<file path="config.mk">
export PLATFORM = sky130hd
export DESIGN_NAME = pipelined_adder
export DESIGN_NICKNAME = d
export VERILOG_FILES = /design/src/rtl/pipelined_adder.sv
export SDC_FILE = /design/constraint.sdc
export NUM_CORES = 1
export LEC_CHECK = 0
export BUFFER_PORTS_ARGS = -buffer_cell sky130_fd_sc_hd__buf_4
export CAP_MARGIN = 20
export CORE_MARGIN = 3
export CORE_UTILIZATION = 35
export CTS_CLUSTER_DIAMETER = 100
export CTS_CLUSTER_SIZE = 14
export DETAILED_ROUTE_END_ITERATION = 12
export GPL_ROUTABILITY_DRIVEN = 0
export SYNTH_ARGS = -nofsm -noshare
export SYNTH_HDL_FRONTEND = slang
export SYNTH_SLANG_ARGS = --single-unit
</file>
<file path="constraint.sdc">
create_clock -name clk -period 3.4 [get_ports clk]
set_clock_uncertainty 0.15 [all_clocks]
set_input_delay 0.68 -clock clk [delete_from_list [all_inputs] [get_ports clk]]
set_output_delay 0.68 -clock clk [all_outputs]
set_load 0.01 [all_outputs]
</file>
<file path="src/rtl/pipelined_adder.sv">
// Add/subtract unit with the carry chain cut into STAGES chunks, one register per chunk.
// Result appears STAGES enabled edges after sampling; en=0 freezes everything (no internal backpressure).
module pipelined_adder #(
    parameter int WIDTH  = 32,
    parameter int STAGES = 4
) (
    input  logic             clk,
    input  logic             rst_n,
    input  logic             en,
    input  logic             in_valid,
    input  logic             SUB,
    input  logic [WIDTH-1:0] A,
    input  logic [WIDTH-1:0] B,
    output logic             out_valid,
    output logic [WIDTH-1:0] Y,
    output logic             COUT,
    output logic             OVF,
    output logic             ZERO
);

    // STAGES must lie in 1..8 and divide WIDTH evenly.
    localparam int CHUNK = WIDTH / STAGES;

    logic [WIDTH-1:0] w_fin_y;
    logic             w_fin_c;
    logic             w_fin_ovf;
    logic             w_fin_vld;

    genvar k;
    generate
        for (k = 0; k < STAGES; k++) begin : g_stg
            localparam int LO = k * CHUNK;
            localparam int UW = WIDTH - LO;

            // Operand bits not yet consumed; this stage's chunk sits at the bottom.
            logic [UW-1:0]         w_a;
            logic [UW-1:0]         w_b;
            logic [LO+CHUNK-1:0]   w_y;
            logic                  w_ci;
            logic                  w_sub;
            logic                  w_vld;
            logic [CHUNK-1:0]      w_bx;
            logic [CHUNK:0]        w_sum;

            assign w_bx  = w_b[CHUNK-1:0] ^ {CHUNK{w_sub}};
            assign w_sum = {1'b0, w_a[CHUNK-1:0]} + {1'b0, w_bx} + {{CHUNK{1'b0}}, w_ci};

            if (k == 0) begin : g_in
                assign w_a   = A;
                assign w_b   = B;
                assign w_ci  = SUB;
                assign w_sub = SUB;
                assign w_vld = in_valid;
                assign w_y   = w_sum[CHUNK-1:0];
            end else begin : g_in
                assign w_a   = g_stg[k-1].g_reg.r_a;
                assign w_b   = g_stg[k-1].g_reg.r_b;
                assign w_ci  = g_stg[k-1].g_reg.r_c;
                assign w_sub = g_stg[k-1].g_reg.r_sub;
                assign w_vld = g_stg[k-1].g_reg.r_vld;
                assign w_y   = {w_sum[CHUNK-1:0], g_stg[k-1].g_reg.r_y};
            end

            if (k < STAGES - 1) begin : g_reg
                logic [UW-CHUNK-1:0] r_a;
                logic [UW-CHUNK-1:0] r_b;
                logic [LO+CHUNK-1:0] r_y;
                logic                r_c;
                logic                r_sub;
                logic                r_vld;

                always_ff @(posedge clk or negedge rst_n) begin
                    if (!rst_n) begin
                        r_a   <= '0;
                        r_b   <= '0;
                        r_y   <= '0;
                        r_c   <= 1'b0;
                        r_sub <= 1'b0;
                        r_vld <= 1'b0;
                    end else if (en) begin
                        r_a   <= w_a[UW-1:CHUNK];
                        r_b   <= w_b[UW-1:CHUNK];
                        r_y   <= w_y;
                        r_c   <= w_sum[CHUNK];
                        r_sub <= w_sub;
                        r_vld <= w_vld;
                    end
                end
            end else begin : g_out
                assign w_fin_y   = w_y;
                assign w_fin_c   = w_sum[CHUNK];
                assign w_fin_vld = w_vld;
                // Top chunk holds the MSBs of A, B' and Y.
                assign w_fin_ovf = (w_a[CHUNK-1] == w_bx[CHUNK-1]) &&
                                   (w_sum[CHUNK-1] != w_a[CHUNK-1]);
            end
        end
    endgenerate

    always_ff @(posedge clk or negedge rst_n) begin
        if (!rst_n) begin
            out_valid <= 1'b0;
            Y         <= '0;
            COUT      <= 1'b0;
            OVF       <= 1'b0;
            ZERO      <= 1'b0;
        end else if (en) begin
            out_valid <= w_fin_vld;
            if (w_fin_vld) begin
                Y    <= w_fin_y;
                COUT <= w_fin_c;
                OVF  <= w_fin_ovf;
                ZERO <= ~|w_fin_y;
            end
        end
    end

endmodule

</file>
==> results.md, run 1 <==
- Outcome: completed
- Via-to-Cell Ratio: 4.732
- Routed len/inst: around 15 µm
- Syn-to-layout area delta: 20.83%
- Synthesized netlist net count: roughly 740
- Pleak: around 4.6 nW
- Number of diodes: 0
- RSZ-0062 raised after global routing: no
- Startpoint Class: register
- Most frequent CP cell: fa_1
- Reg2reg end: ZERO$_DFFE_PN0P_
- Ratio of cells with drive above 1 in the final layout: between 40% and 50%
- Post-Route Utilization: a little over two fifths
- 1st-pass router iterations: 4
- Number of nets in the layout: between 800 and 900
- Die W: between 150 and 200 µm
- Max Fclk: roughly 350 MHz
- DRC violations left: 0
- First-pass GRT wire length: ~28,000 µm
- Iter 0 DRT Violations: 191
- Antenna viol nets, final: 0
- Cell count after synthesis: 640
- CP Max Fanout: 9
- GR Layer Usage met3: 3.128%
- EDFF count, synth: 0
- Area of the multi-input gates: about 3600 µm²
- Non-Filler Instances: between 1,000 and 1,500
- Gr usage total: roughly an eighth
- Cell Area, Synth: approximately 8600 µm²
- CTS root buf: clkbuf_16
- Post-synth cell types: 46
- Reg clk slew, reported paths: about 0.07 ns
- Max-slew violations: 0
- Max cap viols: 0
- IO Port Bufs: around 100
- Final WL: roughly 16,000 µm
- Placed cell count: between 1,000 and 1,500
- Avg Cell Area, Syn: about 13 µm²
- Met1 usage: 17.99%
- Most common cell after layout, fill and taps aside: dfrtp_1
- Fin crit share: 84.26%
- DIE AREA: roughly 26,000 µm²
- Initial core utilization: between 30% and 40%
- Met2 GRT Util: about a fifth
- R2R Setup Slk: around 0.54 ns
- Worst-Skew Late Latency: 0.42 ns
- Post-synth ARST share: 100.0%
- Hpwl dp: about 11,000 µm
- Setup crit end kind: register
- Largest net degree at the start of global routing: 73
- CTS tree: yes
- Maximum VDD drop: between 200 and 300 µV
- Slowest-stage cell, CP: dfrtp_1
- Via Count: roughly 5,000
- CP peak stage delay: 0.66 ns
- # hold bufs at CTS: 0
- Critical Path, Cell by Cell: xnor2_1 > fa_1 > fa_1 > nor4b_1 > nand4_1 > nor2_1 > nand3_1 > o31ai_1
- Worst slack at placement: around 0.54 ns
- FF-to-FF Start: g_stg[2].g_reg.r_sub$_DFFE_PN0P_
- Worst slew pin tran: between 0.5 and 0.6 ns
- Relative slew slack: 63.35%
- Final WS setup: about 0.54 ns
- CTS resizes: 0
- Ports: between 100 and 150
- WS Path Type: register to register
- H-tree levels: 4
- Fillers: between 2,000 and 2,500
- Die Span Y: between 150 and 200 µm
- Worst EP arrival: just over 3 ns
- Leading cell types in the layout, fill and taps excluded: dfrtp_1, mux2_2, buf_4, xor2_1, o21ai_0
- Core footprint: roughly 24,000 µm²
- Min Tclk post-route: about 2.9 ns
- Synthesized flop and latch total: around 190
- Initial antenna violation count: 0
- Setup_tns: 0 ns
- Remaining global-route overflow: 0
- YS warnings: 0
- Post-synthesis sequential area ratio: roughly 55%
- PwrDens: 732.0 nW/µm²
- Final setup viols: 0
- Pwr Total: between 7 and 8 mW
- Clock buffer count from CTS: 17
- Hold Vio Cnt, Final: 0
- Vias in the first global route: around 5,400
- Worst Path Required: roughly 3.6 ns
- Top Usage Layer GRT: met2
- Post-CTS setup buffer count: 0
- Rows: 56
- Flip-flop and latch area: 4730 µm²
- HP Class: input port to asynchronous set/reset pin
- Max Buffers Root-to-Sink: 2
- CTS sink count: approximately 190
- FF-to-FF path depth: 8
- Ys flop type: dfrtp_1
==> flip-flops by register name, indices dropped and copies added, names as in the netlist <==
signal,cells
OVF,1
g_stg.g_reg.r_sub,3
out_valid,1
Y,32
ZERO,1
g_stg.g_reg.r_vld,3
COUT,1
g_stg.g_reg.r_y,48
g_stg.g_reg.r_a,48
g_stg.g_reg.r_b,48
g_stg.g_reg.r_c,3
==> per-layer routing <==
layer | vias up | wire, µm
li1 | 2470 | -
met5 | - | 0
met4 | 0 | 201
met2 | 84 | 7419
met3 | 12 | 717
met1 | 2516 | 7939
==> cell type report <==
cell class	instances	share of cell area, %
multi-input cells	399	35.12
well taps	319	3.851
flip-flops and latches	189	45.63
repair buffers	111	8.498
inverters	24	0.8691
clock buffers	21	4.539
clock inverters	11	1.497
==> cells by family (layout without fill, tap and decap cells) <==
logic type / Yosys count / in the layout / synth area share [%]
buffers and inverters: 52 / 167 / 2.465
XOR/XNOR: 48 / 48 / 4.901
AO/OA/AOI/OAI: 73 / 73 / 5.280
flip-flops: 189 / 189 / 55.13
adder cells (fa/ha/maj): 35 / 35 / 5.718
AND/OR/NAND/NOR: 77 / 77 / 4.653
multiplexers: 166 / 166 / 21.85
==> power breakdown <==
part / leakage [nW] / total (mW) / switching [mW] / internal, mW
clock network: 0.310 / 2.12 / 0.884 / 1.23
logic: 2.08 / 2.19 / 0.984 / 1.21
registers: 2.22 / 3.28 / 0.414 / 2.86
==> Yosys cell counts (4+ instances only) <==
library cell | count | area (µm²)
or2_2 | 4 | 25.02
xnor2_1 | 15 | 131.4
nor2b_1 | 6 | 37.54
clkbuf_1 | 19 | 71.32
mux2_2 | 162 | 1824
nor4b_1 | 4 | 35.03
dfrtp_1 | 189 | 4730
inv_1 | 24 | 90.09
o21ai_0 | 29 | 145.1
nand3_1 | 4 | 20.02
buf_2 | 7 | 35.03
a31oi_1 | 4 | 25.02
nor4_1 | 4 | 25.02
nor2_1 | 18 | 67.56
a21oi_1 | 13 | 65.06
nand2_1 | 20 | 75.07
xor2_1 | 33 | 289.0
fa_1 | 7 | 140.1
ha_1 | 28 | 350.3
o211ai_1 | 4 | 30.03
or3_1 | 4 | 25.02
==> critical path: cells and delay by family (launching register included) <==
family	cells	cell delay (ns)
compound gates	1	0.20
xor+xnor	1	0.16
fa+ha+maj	2	0.95
flops	1	0.66
simple gates	4	0.66
==> how the worst max path moves through the flow <==
stage | from | slack [ns] | cells past startpoint | endpoint
finish | g_stg[2].g_reg.r_sub$_DFFE_PN0P_ | 0.54 | 8 | ZERO$_DFFE_PN0P_
detailed placement | SUB | 0.54 | 9 | g_stg[0].g_reg.r_c$_DFFE_PN0P_
global placement | SUB | 0.57 | 9 | g_stg[0].g_reg.r_c$_DFFE_PN0P_
floorplan | g_stg[1].g_reg.r_sub$_DFFE_PN0P_ | 0.69 | 11 | g_stg[2].g_reg.r_y[22]$_DFFE_PN0P_
CTS | g_stg[2].g_reg.r_sub$_DFFE_PN0P_ | 0.53 | 9 | ZERO$_DFFE_PN0P_
global route | g_stg[2].g_reg.r_sub$_DFFE_PN0P_ | 0.17 | 8 | ZERO$_DFFE_PN0P_
==> per-stage QoR <==
| step | cell area [µm²] | hold WS, ns |
|---|---|---|
| global placement | 9739 | 0.3154 |
| detailed placement | 9739 | 0.3189 |
| CTS | 10360 | 0.07748 |
| floorplan | 8578 | 0.2344 |
| global route | 10360 | 0.09083 |
| finish | 10360 | 0.07108 |
Power figures use the tool's default switching activity.
==> run 2, diff against run 1 <==
==> constraint.sdc (replaced) <==
create_clock -name clk -period 2.7 [get_ports clk]
set_clock_uncertainty 0.15 [all_clocks]
set_input_delay 0.54 -clock clk [delete_from_list [all_inputs] [get_ports clk]]
set_output_delay 0.54 -clock clk [all_outputs]
set_load 0.01 [all_outputs]
==> run 2 against run 1 <==
Global-route usage down 0.30 points. Cell count grew 1.0%. Die area did not move. Worst hold slack better by 0.12 ns. Power grew 26%. Highest routed layer unchanged. Wire length is 1.1% lower. Via count is 1.3% higher. Fmax is 13% higher. Register-to-register slack worse by 0.36 ns. Count of clock-buffer cells in the layout fell by 3.
==> results.md, run 2 (same netlist as run 1, synthesis figures left out) <==
- Outcome: completed
- Startpoint Class: register
- Initial antenna violation count: 0
- FF-to-FF Start: g_stg[2].g_reg.r_sub$_DFFE_PN0P_
- Max-slew violations: 0
- Worst-Skew Late Latency: 0.42 ns
- CTS sink count: between 150 and 200
- Max Buffers Root-to-Sink: 2
- Leading cell types in the layout, fill and taps excluded: dfrtp_1, mux2_2, buf_4, xor2_1
- Ratio of cells with drive above 1 in the final layout: a little over two fifths
- CP peak stage delay: ~0.40 ns
- CTS tree: yes
- Largest regs: g_stg.g_reg.r_a (48), g_stg.g_reg.r_b (48), g_stg.g_reg.r_y (48)
- First-pass GRT wire length: about 27,000 µm
- IO Port Bufs: 104
- Antenna viol nets, final: 0
- DIE AREA: about 26,000 µm²
- HP Class: input port to register
- Final WL: about 16,000 µm
- Min Tclk post-route: between 2 and 3 ns
- Rows: 56
- Final setup viols: 0
- 1st-pass router iterations: 6
- Final WS setup: around 0.18 ns
- CP Max Fanout: 8
- Hold Worst Slack: between 0.15 and 0.2 ns
- Number of nets in the layout: 857
- Clock buffer count from CTS: 17
- Die W: 162.6 µm
- Max Fclk: ~400 MHz
- Via-to-Cell Ratio: 4.743
- Max cap viols: 0
- WS Path Type: register to register
- Remaining global-route overflow: 0
- Worst slack at placement: between 0.02 and 0.025 ns
- Initial core utilization: 36.11%
- Vias in the first global route: about 5,200
- Setup_tns: 0 ns
- Post-Route Utilization: between 40% and 50%
- Core footprint: roughly 24,000 µm²
- Crit. Startpoint: g_stg[2].g_reg.r_sub$_DFFE_PN0P_
- Largest net degree at the start of global routing: between 60 and 70
- Relative slew slack: between 60% and 70%
- Worst Path Required: about 2.9 ns
- Worst slew pin tran: between 0.5 and 0.6 ns
- Syn-to-layout area delta: 22.16%
- Non-Filler Instances: approximately 1,100
- CTS root buf: clkbuf_16
- Pleak: ~4.7 nW
- Routed len/inst: 14.83 µm
- Reg clk slew, reported paths: roughly 0.07 ns
- Gr usage total: about an eighth
- Placed cell count: about 1,100
- PwrDens: between 900 and 1000 nW/µm²
- DRC violations left: 0
- Hpwl dp: roughly 11,000 µm
- Hold Vio Cnt, Final: 0
- Fin crit share: 93.50%
- H-tree levels: 4
- Worst EP arrival: around 2.7 ns
- Most common cell after layout, fill and taps aside: dfrtp_1
- Ports: between 100 and 150
- Via Count: ~5,100
- Maximum VDD drop: between 300 and 400 µV
- Number of diodes: 0
- Iter 0 DRT Violations: around 220
- Hold Path Origin: A[25]
- Die Span Y: about 160 µm
- Slowest-stage cell, CP: or4_1
- Critical Path, Cell by Cell: buf_4 > xor2_1 > ha_1 > or2_2 > o211a_1 > or4_1 > o311ai_1 > nand2_1 > o31ai_1
- Setup crit end kind: register
- RSZ-0062 raised after global routing: no
## run 2: what timing repair did
item	4_1_cts	5_1_grt
hold buffers	1	0
endpoints found under the setup margin	0	6
endpoints found under the hold margin	62	0
setup buffers	0	1
gates resized for setup	0	10
## run 2: stage by stage
stage	instance area (µm²)	total power, mW
floorplan	8581	5.890
global placement	9832	6.971
detailed placement	9832	7.015
CTS	10440	9.648
global route	10480	10.21
finish	10480	9.541
## run 2: layer usage
metal / track usage (%) / routed length [µm] / vias up
met1: 17.17 / 7668 / 2556
met2: 20.24 / 7598 / 83
met5: 0 / 0 / -
met4: 3.345 / 135 / 0
met3: 3.408 / 689 / 8
li1: - / - / 2499
## run 2: area by class of cell
cell class	count	area, µm²
multi-input combinational	399	3671
clock buffer	18	439.2
tap	319	399.1
inverter	24	90.09
clock inverter	14	158.9
sequential	189	4730
timing repair buffer	122	991.0
fill	2208	13270
## run 2: where the power goes
part           total, mW  internal, mW  switching (mW)
clock network       2.57          1.42            1.16
logic               2.84          1.59            1.26
registers           4.12          3.61           0.515
total               9.54          6.61            2.93
## run 2: path summary, 6_finish.rpt
path | to | slack [ns] | cells after the start
worst max register to register | ZERO$_DFFE_PN0P_ | 0.18 | 9
max in group asynchronous | g_stg[0].g_reg.r_b[1]$_DFFE_PN0P_ | 1.17 | 3
worst min register to register | g_stg[2].g_reg.r_a[0]$_DFFE_PN0P_ | 0.33 | 2
worst max-delay path | ZERO$_DFFE_PN0P_ | 0.18 | 9
min in group asynchronous | g_stg[0].g_reg.r_b[15]$_DFFE_PN0P_ | 0.52 | 2
worst min-delay path | g_stg[0].g_reg.r_a[17]$_DFFE_PN0P_ | 0.19 | 2
## run 2: worst max-delay path, delay by kind of cell (launching register included)
kind | cells | cell delay (ns)
compound gates | 3 | 0.44
xor+xnor | 1 | 0.17
fa+ha+maj | 1 | 0.32
buf+inv | 1 | 0.19
flops | 1 | 0.39
simple gates | 3 | 0.78
